### src/rtl/puf_race_sequencer_pkg.sv
// Shared definitions for the PUF race sequencer: state encoding, CLEAR length, default widths.
// Optional timeout supervision is enabled by defining PUF_SEQ_TIMEOUT_EN.
package puf_race_sequencer_pkg;

   typedef enum logic [2:0] {
      ST_IDLE   = 3'd0,
      ST_CLEAR  = 3'd1,
      ST_SETTLE = 3'd2,
      ST_RACE   = 3'd3,
      ST_RECORD = 3'd4,
      ST_DONE   = 3'd5
   } seq_state_e;

   // Two cycles so the counters' registered finished flags are flushed too
   localparam int CLEAR_CYC       = 2;

   localparam int DEF_N_BITS      = 32;
   localparam int DEF_CW          = 8;
   localparam int DEF_SETTLE_CYC  = 16;
   localparam int DEF_TIMEOUT_CYC = 4096;

   function automatic int max_int(input int a, input int b);
      return (a > b) ? a : b;
   endfunction

endpackage

### src/rtl/puf_race_sequencer_if.sv
// Bundle between the run controller, the race sequencer and the post-mux counter datapath.
interface puf_race_sequencer_if
   import puf_race_sequencer_pkg::*;
#(
   parameter int N_BITS = DEF_N_BITS,
   parameter int CW     = DEF_CW
) ();

   logic              start;
   logic [CW-1:0]     challenge_base;
   logic              busy;
   logic              done;
   logic [N_BITS-1:0] response;
   logic [CW-1:0]     challenge;
   logic              ctr_reset;
   logic              ctr_enable;
   logic              finished_a;
   logic              finished_b;
   logic              tie;
   logic              timeout_err;

   modport master (
      output start, challenge_base, finished_a, finished_b,
      input  busy, done, response, challenge, ctr_reset, ctr_enable, tie, timeout_err
   );

   modport slave (
      input  start, challenge_base, finished_a, finished_b,
      output busy, done, response, challenge, ctr_reset, ctr_enable, tie, timeout_err
   );

endinterface

### src/rtl/puf_race_sequencer_timer.sv
// Loadable down-counter with a zero flag; paces CLEAR, SETTLE and the optional RACE timeout.
module puf_wait_timer #(
   parameter int W = 8
) (
   input  logic         clk,
   input  logic         reset,
   input  logic         load,
   input  logic [W-1:0] load_val,
   input  logic         dec,
   output logic         zero
);

   logic [W-1:0] count_q;
   logic [W-1:0] count_d;

   always_comb begin
      count_d = count_q;
      if (load) begin
         count_d = load_val;
      end else if (dec && (count_q != '0)) begin
         count_d = count_q - W'(1);
      end
   end

   always_ff @(posedge clk or posedge reset) begin
      if (reset) begin
         count_q <= '0;
      end else begin
         count_q <= count_d;
      end
   end

   assign zero = (count_q == '0);

endmodule

### src/rtl/puf_race_sequencer.sv
// Sequences one RO-PUF evaluation of N_BITS bits by racing two post-mux counters per challenge.
// Define PUF_SEQ_TIMEOUT_EN to abort a race after TIMEOUT_CYC cycles (bit=0, timeout_err set).
module puf_race_sequencer
   import puf_race_sequencer_pkg::*;
#(
   parameter int N_BITS      = DEF_N_BITS,
   parameter int CW          = DEF_CW,
   parameter int SETTLE_CYC  = DEF_SETTLE_CYC,
   parameter int TIMEOUT_CYC = DEF_TIMEOUT_CYC
) (
   input  logic               clk,
   input  logic               reset,
   puf_race_sequencer_if.slave bus
);

   localparam int IW = $clog2(N_BITS) + 1;
`ifdef PUF_SEQ_TIMEOUT_EN
   localparam int TMAX = max_int(max_int(CLEAR_CYC, SETTLE_CYC), TIMEOUT_CYC);
`else
   localparam int TMAX = max_int(CLEAR_CYC, SETTLE_CYC);
`endif
   localparam int TW = $clog2(TMAX) + 1;

   seq_state_e        state_q, state_d;
   logic [IW-1:0]     idx_q, idx_d;
   logic [CW-1:0]     challenge_q, challenge_d;
   logic [N_BITS-1:0] response_q, response_d;
   logic              race_bit_q, race_bit_d;
   logic              tie_q, tie_d;
   logic              timeout_err_q, timeout_err_d;

   logic              timer_load;
   logic [TW-1:0]     timer_val;
   logic              timer_dec;
   logic              timer_zero;

   puf_wait_timer #(
      .W (TW)
   ) u_timer (
      .clk      (clk),
      .reset    (reset),
      .load     (timer_load),
      .load_val (timer_val),
      .dec      (timer_dec),
      .zero     (timer_zero)
   );

   always_comb begin
      state_d       = state_q;
      idx_d         = idx_q;
      challenge_d   = challenge_q;
      response_d    = response_q;
      race_bit_d    = race_bit_q;
      tie_d         = tie_q;
      timeout_err_d = timeout_err_q;
      timer_load    = 1'b0;
      timer_val     = '0;
      timer_dec     = 1'b0;

      case (state_q)
         ST_IDLE: begin
            if (bus.start) begin
               challenge_d   = bus.challenge_base;
               idx_d         = '0;
               response_d    = '0;
               tie_d         = 1'b0;
               timeout_err_d = 1'b0;
               timer_load    = 1'b1;
               timer_val     = TW'(CLEAR_CYC - 1);
               state_d       = ST_CLEAR;
            end
         end
         ST_CLEAR: begin
            if (timer_zero) begin
               timer_load = 1'b1;
               timer_val  = TW'(SETTLE_CYC - 1);
               state_d    = ST_SETTLE;
            end else begin
               timer_dec = 1'b1;
            end
         end
         ST_SETTLE: begin
            if (timer_zero) begin
`ifdef PUF_SEQ_TIMEOUT_EN
               timer_load = 1'b1;
               timer_val  = TW'(TIMEOUT_CYC - 1);
`endif
               state_d = ST_RACE;
            end else begin
               timer_dec = 1'b1;
            end
         end
         ST_RACE: begin
            // A alone wins as 1; B alone or a simultaneous finish records 0
            if (bus.finished_a || bus.finished_b) begin
               race_bit_d = bus.finished_a & ~bus.finished_b;
               if (bus.finished_a && bus.finished_b) begin
                  tie_d = 1'b1;
               end
               state_d = ST_RECORD;
            end
`ifdef PUF_SEQ_TIMEOUT_EN
            else if (timer_zero) begin
               race_bit_d    = 1'b0;
               timeout_err_d = 1'b1;
               state_d       = ST_RECORD;
            end else begin
               timer_dec = 1'b1;
            end
`endif
         end
         ST_RECORD: begin
            for (int i = 0; i < N_BITS; i++) begin
               if (idx_q == IW'(i)) begin
                  response_d[i] = race_bit_q;
               end
            end
            if (idx_q == IW'(N_BITS - 1)) begin
               state_d = ST_DONE;
            end else begin
               idx_d       = idx_q + IW'(1);
               challenge_d = challenge_q + CW'(1);
               timer_load  = 1'b1;
               timer_val   = TW'(CLEAR_CYC - 1);
               state_d     = ST_CLEAR;
            end
         end
         ST_DONE: begin
            state_d = ST_IDLE;
         end
         default: begin
            state_d = ST_IDLE;
         end
      endcase
   end

   always_ff @(posedge clk or posedge reset) begin
      if (reset) begin
         state_q       <= ST_IDLE;
         idx_q         <= '0;
         challenge_q   <= '0;
         response_q    <= '0;
         race_bit_q    <= 1'b0;
         tie_q         <= 1'b0;
         timeout_err_q <= 1'b0;
      end else begin
         state_q       <= state_d;
         idx_q         <= idx_d;
         challenge_q   <= challenge_d;
         response_q    <= response_d;
         race_bit_q    <= race_bit_d;
         tie_q         <= tie_d;
         timeout_err_q <= timeout_err_d;
      end
   end

   // Control outputs decode straight from state so an async reset takes effect immediately
   assign bus.busy        = (state_q != ST_IDLE);
   assign bus.done        = (state_q == ST_DONE);
   assign bus.ctr_reset   = (state_q == ST_IDLE) || (state_q == ST_CLEAR);
   assign bus.ctr_enable  = (state_q == ST_RACE);
   assign bus.challenge   = challenge_q;
   assign bus.response    = response_q;
   assign bus.tie         = tie_q;
`ifdef PUF_SEQ_TIMEOUT_EN
   assign bus.timeout_err = timeout_err_q;
`else
   assign bus.timeout_err = 1'b0;
`endif

endmodule

### src/flat_wrapper.sv
// flat-port wrapper written by rule: the top's interface ports become plain ports
module puf_race_sequencer_flat import puf_race_sequencer_pkg::*;
#(
   parameter int N_BITS      = DEF_N_BITS,
   parameter int CW          = DEF_CW,
   parameter int SETTLE_CYC  = DEF_SETTLE_CYC,
   parameter int TIMEOUT_CYC = DEF_TIMEOUT_CYC
)
  (clk, reset, bus_start, bus_challenge_base, bus_finished_a, bus_finished_b, bus_busy, bus_done, bus_response, bus_challenge, bus_ctr_reset, bus_ctr_enable, bus_tie, bus_timeout_err);
  puf_race_sequencer_if #(.N_BITS(N_BITS), .CW(CW)) bus_i ();
  input  logic clk;
  input  logic reset;
  input wire logic [$bits(bus_i.start)-1:0] bus_start;
  input wire logic [$bits(bus_i.challenge_base)-1:0] bus_challenge_base;
  input wire logic [$bits(bus_i.finished_a)-1:0] bus_finished_a;
  input wire logic [$bits(bus_i.finished_b)-1:0] bus_finished_b;
  output wire logic [$bits(bus_i.busy)-1:0] bus_busy;
  output wire logic [$bits(bus_i.done)-1:0] bus_done;
  output wire logic [$bits(bus_i.response)-1:0] bus_response;
  output wire logic [$bits(bus_i.challenge)-1:0] bus_challenge;
  output wire logic [$bits(bus_i.ctr_reset)-1:0] bus_ctr_reset;
  output wire logic [$bits(bus_i.ctr_enable)-1:0] bus_ctr_enable;
  output wire logic [$bits(bus_i.tie)-1:0] bus_tie;
  output wire logic [$bits(bus_i.timeout_err)-1:0] bus_timeout_err;
  assign bus_i.start = bus_start;
  assign bus_i.challenge_base = bus_challenge_base;
  assign bus_i.finished_a = bus_finished_a;
  assign bus_i.finished_b = bus_finished_b;
  assign bus_busy = bus_i.busy;
  assign bus_done = bus_i.done;
  assign bus_response = bus_i.response;
  assign bus_challenge = bus_i.challenge;
  assign bus_ctr_reset = bus_i.ctr_reset;
  assign bus_ctr_enable = bus_i.ctr_enable;
  assign bus_tie = bus_i.tie;
  assign bus_timeout_err = bus_i.timeout_err;
  puf_race_sequencer #(.N_BITS(N_BITS), .CW(CW), .SETTLE_CYC(SETTLE_CYC), .TIMEOUT_CYC(TIMEOUT_CYC)) u_core (.clk(clk), .reset(reset), .bus(bus_i));
endmodule
### config.mk
export PLATFORM = sky130hd
export DESIGN_NAME = puf_race_sequencer_flat
export DESIGN_NICKNAME = d
export VERILOG_FILES = /design/src/rtl/puf_race_sequencer_pkg.sv /design/src/rtl/puf_race_sequencer_if.sv /design/src/rtl/puf_race_sequencer_timer.sv /design/src/rtl/puf_race_sequencer.sv /design/src/flat_wrapper.sv
export SDC_FILE = /design/constraint.sdc
export NUM_CORES = 1
export LEC_CHECK = 0
export BUFFER_PORTS_ARGS = -buffer_cell sky130_fd_sc_hd__buf_4
export CORE_ASPECT_RATIO = 0.7
export CORE_MARGIN = 10
export CORE_UTILIZATION = 51
export CTS_BUF_LIST = sky130_fd_sc_hd__clkbuf_4
export DETAILED_ROUTE_END_ITERATION = 10
export GPL_ROUTABILITY_DRIVEN = 0
export PLACE_DENSITY_LB_ADDON = 0.3
export SETUP_SLACK_MARGIN = 0.5
export SYNTH_ARGS = -nofsm -noshare
export SYNTH_HDL_FRONTEND = slang
export SYNTH_SLANG_ARGS = --single-unit
### constraint.sdc
create_clock -name clk -period 2 [get_ports clk]
set_input_delay 0.2 -clock clk [delete_from_list [all_inputs] [get_ports clk]]
set_output_delay 0.2 -clock clk [all_outputs]
set_load 0.05 [all_outputs]
## Word-level counts from Yosys, hierarchy flattened

Index checks and enable logic that the tools add are counted.

| word-level totals | value |
|---|---|
| output and inout bits | 46 |
| register bits | 56 |

| cells by class | value |
|---|---|
| bitwise logic cells | 2 |
| $add $sub $neg | 3 |
| reduce and logical (&&, ||, !) cells | 49 |
| equality and inequality tests | 74 |
| multiplexer cells | 62 |

Operator list:

| operator | number |
|---|---|
| $reduce_and A3 Y1 | 33 |
| $eq A6 B5 Y1 const B | 16 |
| $ne A2 B1 Y1 const B | 36 |
| $pmux W32 S2 | 1 |
| $eq A6 B4 Y1 const B | 8 |
| $mux W1 | 42 |
| $mux W32 | 1 |
| $eq A6 B3 Y1 const B | 4 |
| $mux W8 | 2 |
| $pmux W8 S2 | 1 |
| $mux W3 | 5 |
| $pmux W3 S5 | 1 |
| $pmux W5 S3 | 1 |
| $eq A6 B2 Y1 const B | 2 |
| $mux W6 | 2 |
| $pmux W6 S2 | 1 |
| $mux W5 | 2 |
| $add A8 B1 Y8 const B | 1 |
| $reduce_and A4 Y1 | 2 |
| $add A6 B1 Y6 const B | 1 |
| $eq A3 B2 Y1 const B | 2 |
| $eq A3 B3 Y1 const B | 2 |
| $eq A6 B1 Y1 const B | 1 |
| $logic_not A6 Y1 | 1 |
| 17 further kinds | 22 |

## Logic depth before layout (Yosys ltp)

| depth | value |
|---|---|
| depth after elaboration | 6 |
| mapped depth | 9 |
| depth with buffers taken out | 6 |

## Cells and area by module

From an unflattened synthesis, not the netlist that was laid out.

| second synthesis, totals | value |
|---|---|
| cell total of the unflattened synthesis | 319 |
| area total of the unflattened synthesis | 2994.1 µm² |

Modules (own cells, without submodules):

| module | cells an instance | instances | area an instance (µm²) |
|---|---|---|---|
| puf_race_sequencer | 286 | 1 | 2691.3 |
| puf_wait_timer | 33 | 1 | 302.8 |

## Least setup slack after synthesis

No wires, ideal clock.

| path | value |
|---|---|
| kind | reg2reg |
| from | register u_core.idx_q[0] |
| to | register u_core.challenge_q[0], in the netlist u_core.bus.challenge[0] |
| arrival time | 1891 ps |
| stages on the path, launching flop included | 10 |
| library setup time | 124 ps |
| period minus slack after synthesis | 2015 ps |
| slack | -15 ps |
| cells stage by stage | dfrtp_1 -> ha_1 -> buf_6 -> and3_1 -> buf_6 -> and3_4 -> buf_6 -> or2_0 -> buf_2 -> a211o_1 |

| on the way | value |
|---|---|
| cells in the longest elaborated chain, start to end | 3 |

RTL lines:

| what | line | text |
|---|---|---|
| start, declared | puf_race_sequencer.sv:25 | `logic [IW-1:0] idx_q, idx_d;` |
| start signal, assigned | puf_race_sequencer.sv:148 | `idx_q <= idx_d;` |
| $eq A6 B5 Y1 | puf_race_sequencer.sv:118 | `if (idx_q == IW'(N_BITS - 1)) begin` |
| $ne A2 B2 Y1 (no line) | - |  |
| $reduce_and A3 Y1 (no line) | - |  |
| end signal, assigned | puf_race_sequencer.sv:149 | `challenge_q <= challenge_d;` |
| end, declared | puf_race_sequencer.sv:26 | `logic [CW-1:0] challenge_q, challenge_d;` |

No other way between the ends.
A chain may end at the register's enable or synchronous reset.

## Worst setup path after layout

| path | value |
|---|---|
| from | register u_core.state_q[0] |
| to | register u_core.response_q[1], in the netlist u_core.bus.response[1] |

| on the way | value |
|---|---|
| cells in the longest elaborated chain, start to end | 3 |
| elaborated cells between the ends (all ways) | 7 |

RTL lines:

| what | line | text |
|---|---|---|
| start, declared | puf_race_sequencer.sv:24 | `seq_state_e state_q, state_d;` |
| start signal, assigned | puf_race_sequencer.sv:147 | `state_q <= state_d;` |
| $eq A3 B3 Y1 or $logic_not A3 Y1 (tied branches) | puf_race_sequencer.sv:60 | `case (state_q)` |
| $ne A2 B1 Y1 (no line), or another cell as far along | - |  |
| $reduce_and A3 Y1 (no line) | - |  |
| end signal, assigned | puf_race_sequencer.sv:150 | `response_q <= response_d;` |
| end, declared | puf_race_sequencer.sv:27 | `logic [N_BITS-1:0] response_q, response_d;` |

Several ways; a longest one is shown, not always the timed one.

==> impl_metrics.py <==
metrics = {
    "run_status": {
        "status": "complete, no violations",
    },
    "global_route": {
        "grt_usage_pct": 18.68,
        "grt_max_degree": 34,
        "grt_pass1_wl_microns": 14660,
        "grt_busiest_layer": "met2",
        "grt_pass1_vias": 2785,
        "overflow": 0,
        "grt_util_met3_pct": 4.885,
        "grt_use_met1_pct": 24.12,
        "antenna_found_initial": 0,
        "use_met2_pct": 30.18,
    },
    "yosys": {
        "yosysMostFrequentCell": "dfrtp_1",
        "syn_inst": 305,
        "seq_area_frac_synth_pct": 47.58,
        "netlist.area_leader.share_pct": 47.58,
        "synth_commonest_cells": "56 x dfrtp_1, 42 x nand2_1, 37 x mux2i_1",
        "synth.net_count": 324,
        "synth_area_sq_um": 2945,
        "synth.largest_area_cell": "dfrtp_1",
        "async_flop_share_pct": 100.0,
        "synthTopCellsByArea": "dfrtp_1 48%, mux2i_1 13%, nand3_1 5.9%, nand2_1 5.4%, ha_1 2.5%",
        "ys.flop_type": "dfrtp_1",
        "yosysWarnings": 0,
        "synthDistinctLibCells": 43,
        "avgSynthCellArea_sq_um": 9.657,
        "synth_edf_count": 0,
        "ys_ff_latch": 56,
    },
    "min_path": {
        "hold_class": "primary input to flip-flop",
    },
    "sta": {
        "period_needed_ns": 1.691,
        "rsz0062_at_grt": "yes",
        "finalHoldViolations": 0,
        "clock_skew_ns": 0.01232,
        "period_share_pct": 84.56,
        "finalSetupViolations": 0,
        "drv_slew": 0,
        "slew_headroom_pct": 56.25,
        "fmaxAchievable_mhz": 591.3,
        "fin_setup_tns_ns": 0,
        "tightest_slew_ns": 0.6539,
    },
    "power_and_ir_drop": {
        "seq_power_share_pct": 31.3,
        "internal-power_mw": 2.862,
        "sw_frac_of_total_pct": 43.28,
        "clockPowerShare_pct": 12.8,
        "ir_worst_vdd_mv": 0.9417,
        "p_sw_mw": 2.184,
        "p_per_area_nw_per_um2": 1146,
        "power.leakage_nw": 2.133,
        "combPwrFrac_pct": 55.9,
    },
    "placement": {
        "numPortBuffers": 57,
        "dp_hpwl_microns": 5371,
        "placedCellCount": 426,
        "placed_area_sq_um": 3532,
    },
    "cts": {
        "cts_buffer_depth": 2,
        "cts_max_level": 2,
        "cts_made_buffers": 5,
        "path_clk_slew_ns": 0.17,
        "cts_tree": "built",
        "clock-sinks": 56,
        "cts-root-buf": "clkbuf_4",
        "worst_skew_pair.late_latency_ns": 0.39,
    },
    "die": {
        "row_count": 23,
        "ios": 59,
        "core_sq_um": 5669,
        "die_h_microns": 83.58,
        "die-area_sq_um": 9263,
        "initial_utilization_pct": 51.95,
        "die_x_microns": 110.8,
    },
    "setup_path": {
        "cp-start-kind": "flip-flop",
        "cpPeakStageDelay_ns": 0.48,
        "path_cells": "or3b_4, nor3_4, buf_12, nand3_1, mux2i_1",
        "path_class": "flip-flop to flip-flop",
        "cp_slowest_cell": "dfrtp_2",
        "crit_arrival_ns": 2.00,
        "worstPathRequired_ns": 2.31,
        "crit_fanout": 16,
        "end_kind": "flip-flop",
    },
    "run": {
        "maxCapViolCount": 0,
    },
    "detailed_routing": {
        "drt_iter0_markers": 269,
        "post_drt_wl_per_cell_microns": 21.55,
        "postRouteAntennaNets": 0,
        "wirelength_microns": 10280,
        "first_pass_iters": 6,
        "vias": 2989,
        "via_per_inst": 6.266,
        "drc": 0,
    },
    "cells_and_area": {
        "fin_area_sq_um": 4402,
        "syn2layout_area_growth_pct": 49.45,
        "final_cells": 477,
        "n_antenna_cell": 0,
        "drive_gt1_share_pct": 46.77,
        "nets": 420,
    },
}
==> sequential cells by signal, indices dropped and copies added (netlist names) <==
name,flops
u_core.state_q,3
u_core.bus.response,32
u_core.idx_q,6
u_core.race_bit_q,1
u_core.bus.tie,1
u_core.bus.challenge,8
u_core.u_timer.count_q,5
==> cell usage in the layout, fill, tap and decap left out, types with 2 or more instances in the layout <==
master / n
o21ai_1: 4
nor2_4: 3
dfrtp_2: 3
inv_2: 2
xnor2_2: 2
nand3_1: 25
buf_12: 3
nand2_1: 40
inv_1: 6
clkbuf_16: 4
and3_4: 3
buf_4: 89
nor3_4: 3
buf_8: 3
nand4_1: 2
a2bb2oi_2: 2
nor3_2: 2
o21ai_0: 5
a2bb2oi_1: 3
o31ai_2: 3
clkbuf_4: 6
buf_6: 13
ha_2: 3
o31ai_1: 3
dlygate4sd3_1: 2
dfrtp_1: 53
nand3_2: 9
nor3_1: 2
a21oi_2: 4
or4_1: 2
a21oi_1: 5
ha_1: 2
o21ai_2: 3
nor2b_1: 2
mux2i_1: 36
nor2_1: 10
==> cell families after synthesis <==
kind of cell,Yosys count,share of synthesized area (%)
adders and majority gates,6,2.549
DFF,56,47.58
muxes,38,12.96
xor gates and xnor gates,2,0.5948
AOI/OAI and AO/OA,43,9.345
and+or+nand+nor,123,20.86
buffers and inverters,36,5.989
other,1,0.1273
==> power by group through the flow <==
stage | logic [mW] | registers (mW) | clock network [mW]
after detailed placement | 1.70 | 1.55 | 0
final | 2.82 | 1.58 | 0.645
after global placement | 1.66 | 1.54 | 0
after floorplan | 1.01 | 1.79 | 0
after global routing | 2.98 | 1.60 | 0.693
after CTS | 2.19 | 1.52 | 0.645
==> through the flow <==
step           setup slack (ns)  utilization (%)  hold WS (ns)  total power [mW]
6_report                 0.3089            77.64       0.07102             5.046
5_1_grt                  0.2411            77.64       0.08541             5.274
4_1_cts                  0.3805            70.82       0.08586             4.363
3_5_place_dp             0.1059            62.30        0.3146             3.248
3_3_place_gp             0.1969            62.30        0.3030             3.203
2_1_floorplan           0.03941                -        0.2805             2.806
==> layer usage <==
metal / vias to the layer above / wire length (microns) / share of wire (%)
met3: 38 / 887 / 8.6
met2: 176 / 4855 / 47
met1: 1508 / 4193 / 41
met5: - / 0 / 0
met4: 0 / 344 / 3.3
li1: 1267 / - / -
==> final cells by class <==
cell class / count / area, sq um
clock buffers: 6 / 45.04
well taps: 75 / 93.84
multi-input cells: 214 / 1718
clock inverters: 2 / 35.03
repair buffers: 115 / 1067
flip-flops and latches: 56 / 1405
inverters: 9 / 37.54
fillers: 329 / 1267
==> worst paths after layout <==
check                                            from                       to  slack [ns]  cells after the start
worst max-delay path                u_core.state_q[0]   u_core.bus.response[1]        0.31                      5
worst min-delay path            bus_challenge_base[1]  u_core.bus.challenge[1]        0.07                      3
worst max register to register      u_core.state_q[0]   u_core.bus.response[1]        0.31                      5
worst min register to register         u_core.bus.tie           u_core.bus.tie        0.52                      1
max in group asynchronous                       reset        u_core.state_q[1]        0.91                      4
min in group asynchronous                       reset  u_core.bus.challenge[4]        0.42                      3
==> repair_timing <==
action	in CTS	in global routing
setup buffers	22	13
hold endpoints to repair	25	0
hold buffers	2	0
cloned	2	4
pin swaps	12	10
endpoints found under the setup margin	56	57
gates resized for setup	49	45
==> critical path, delay by kind of cell, from the launching register on <==
family                 cells  cell delay, ns
DFF                        1            0.48
muxes                      1            0.23
buffers and inverters      1            0.18
and+or+nand+nor            3            0.73
No activity file was read; power rests on OpenSTA's default activity.
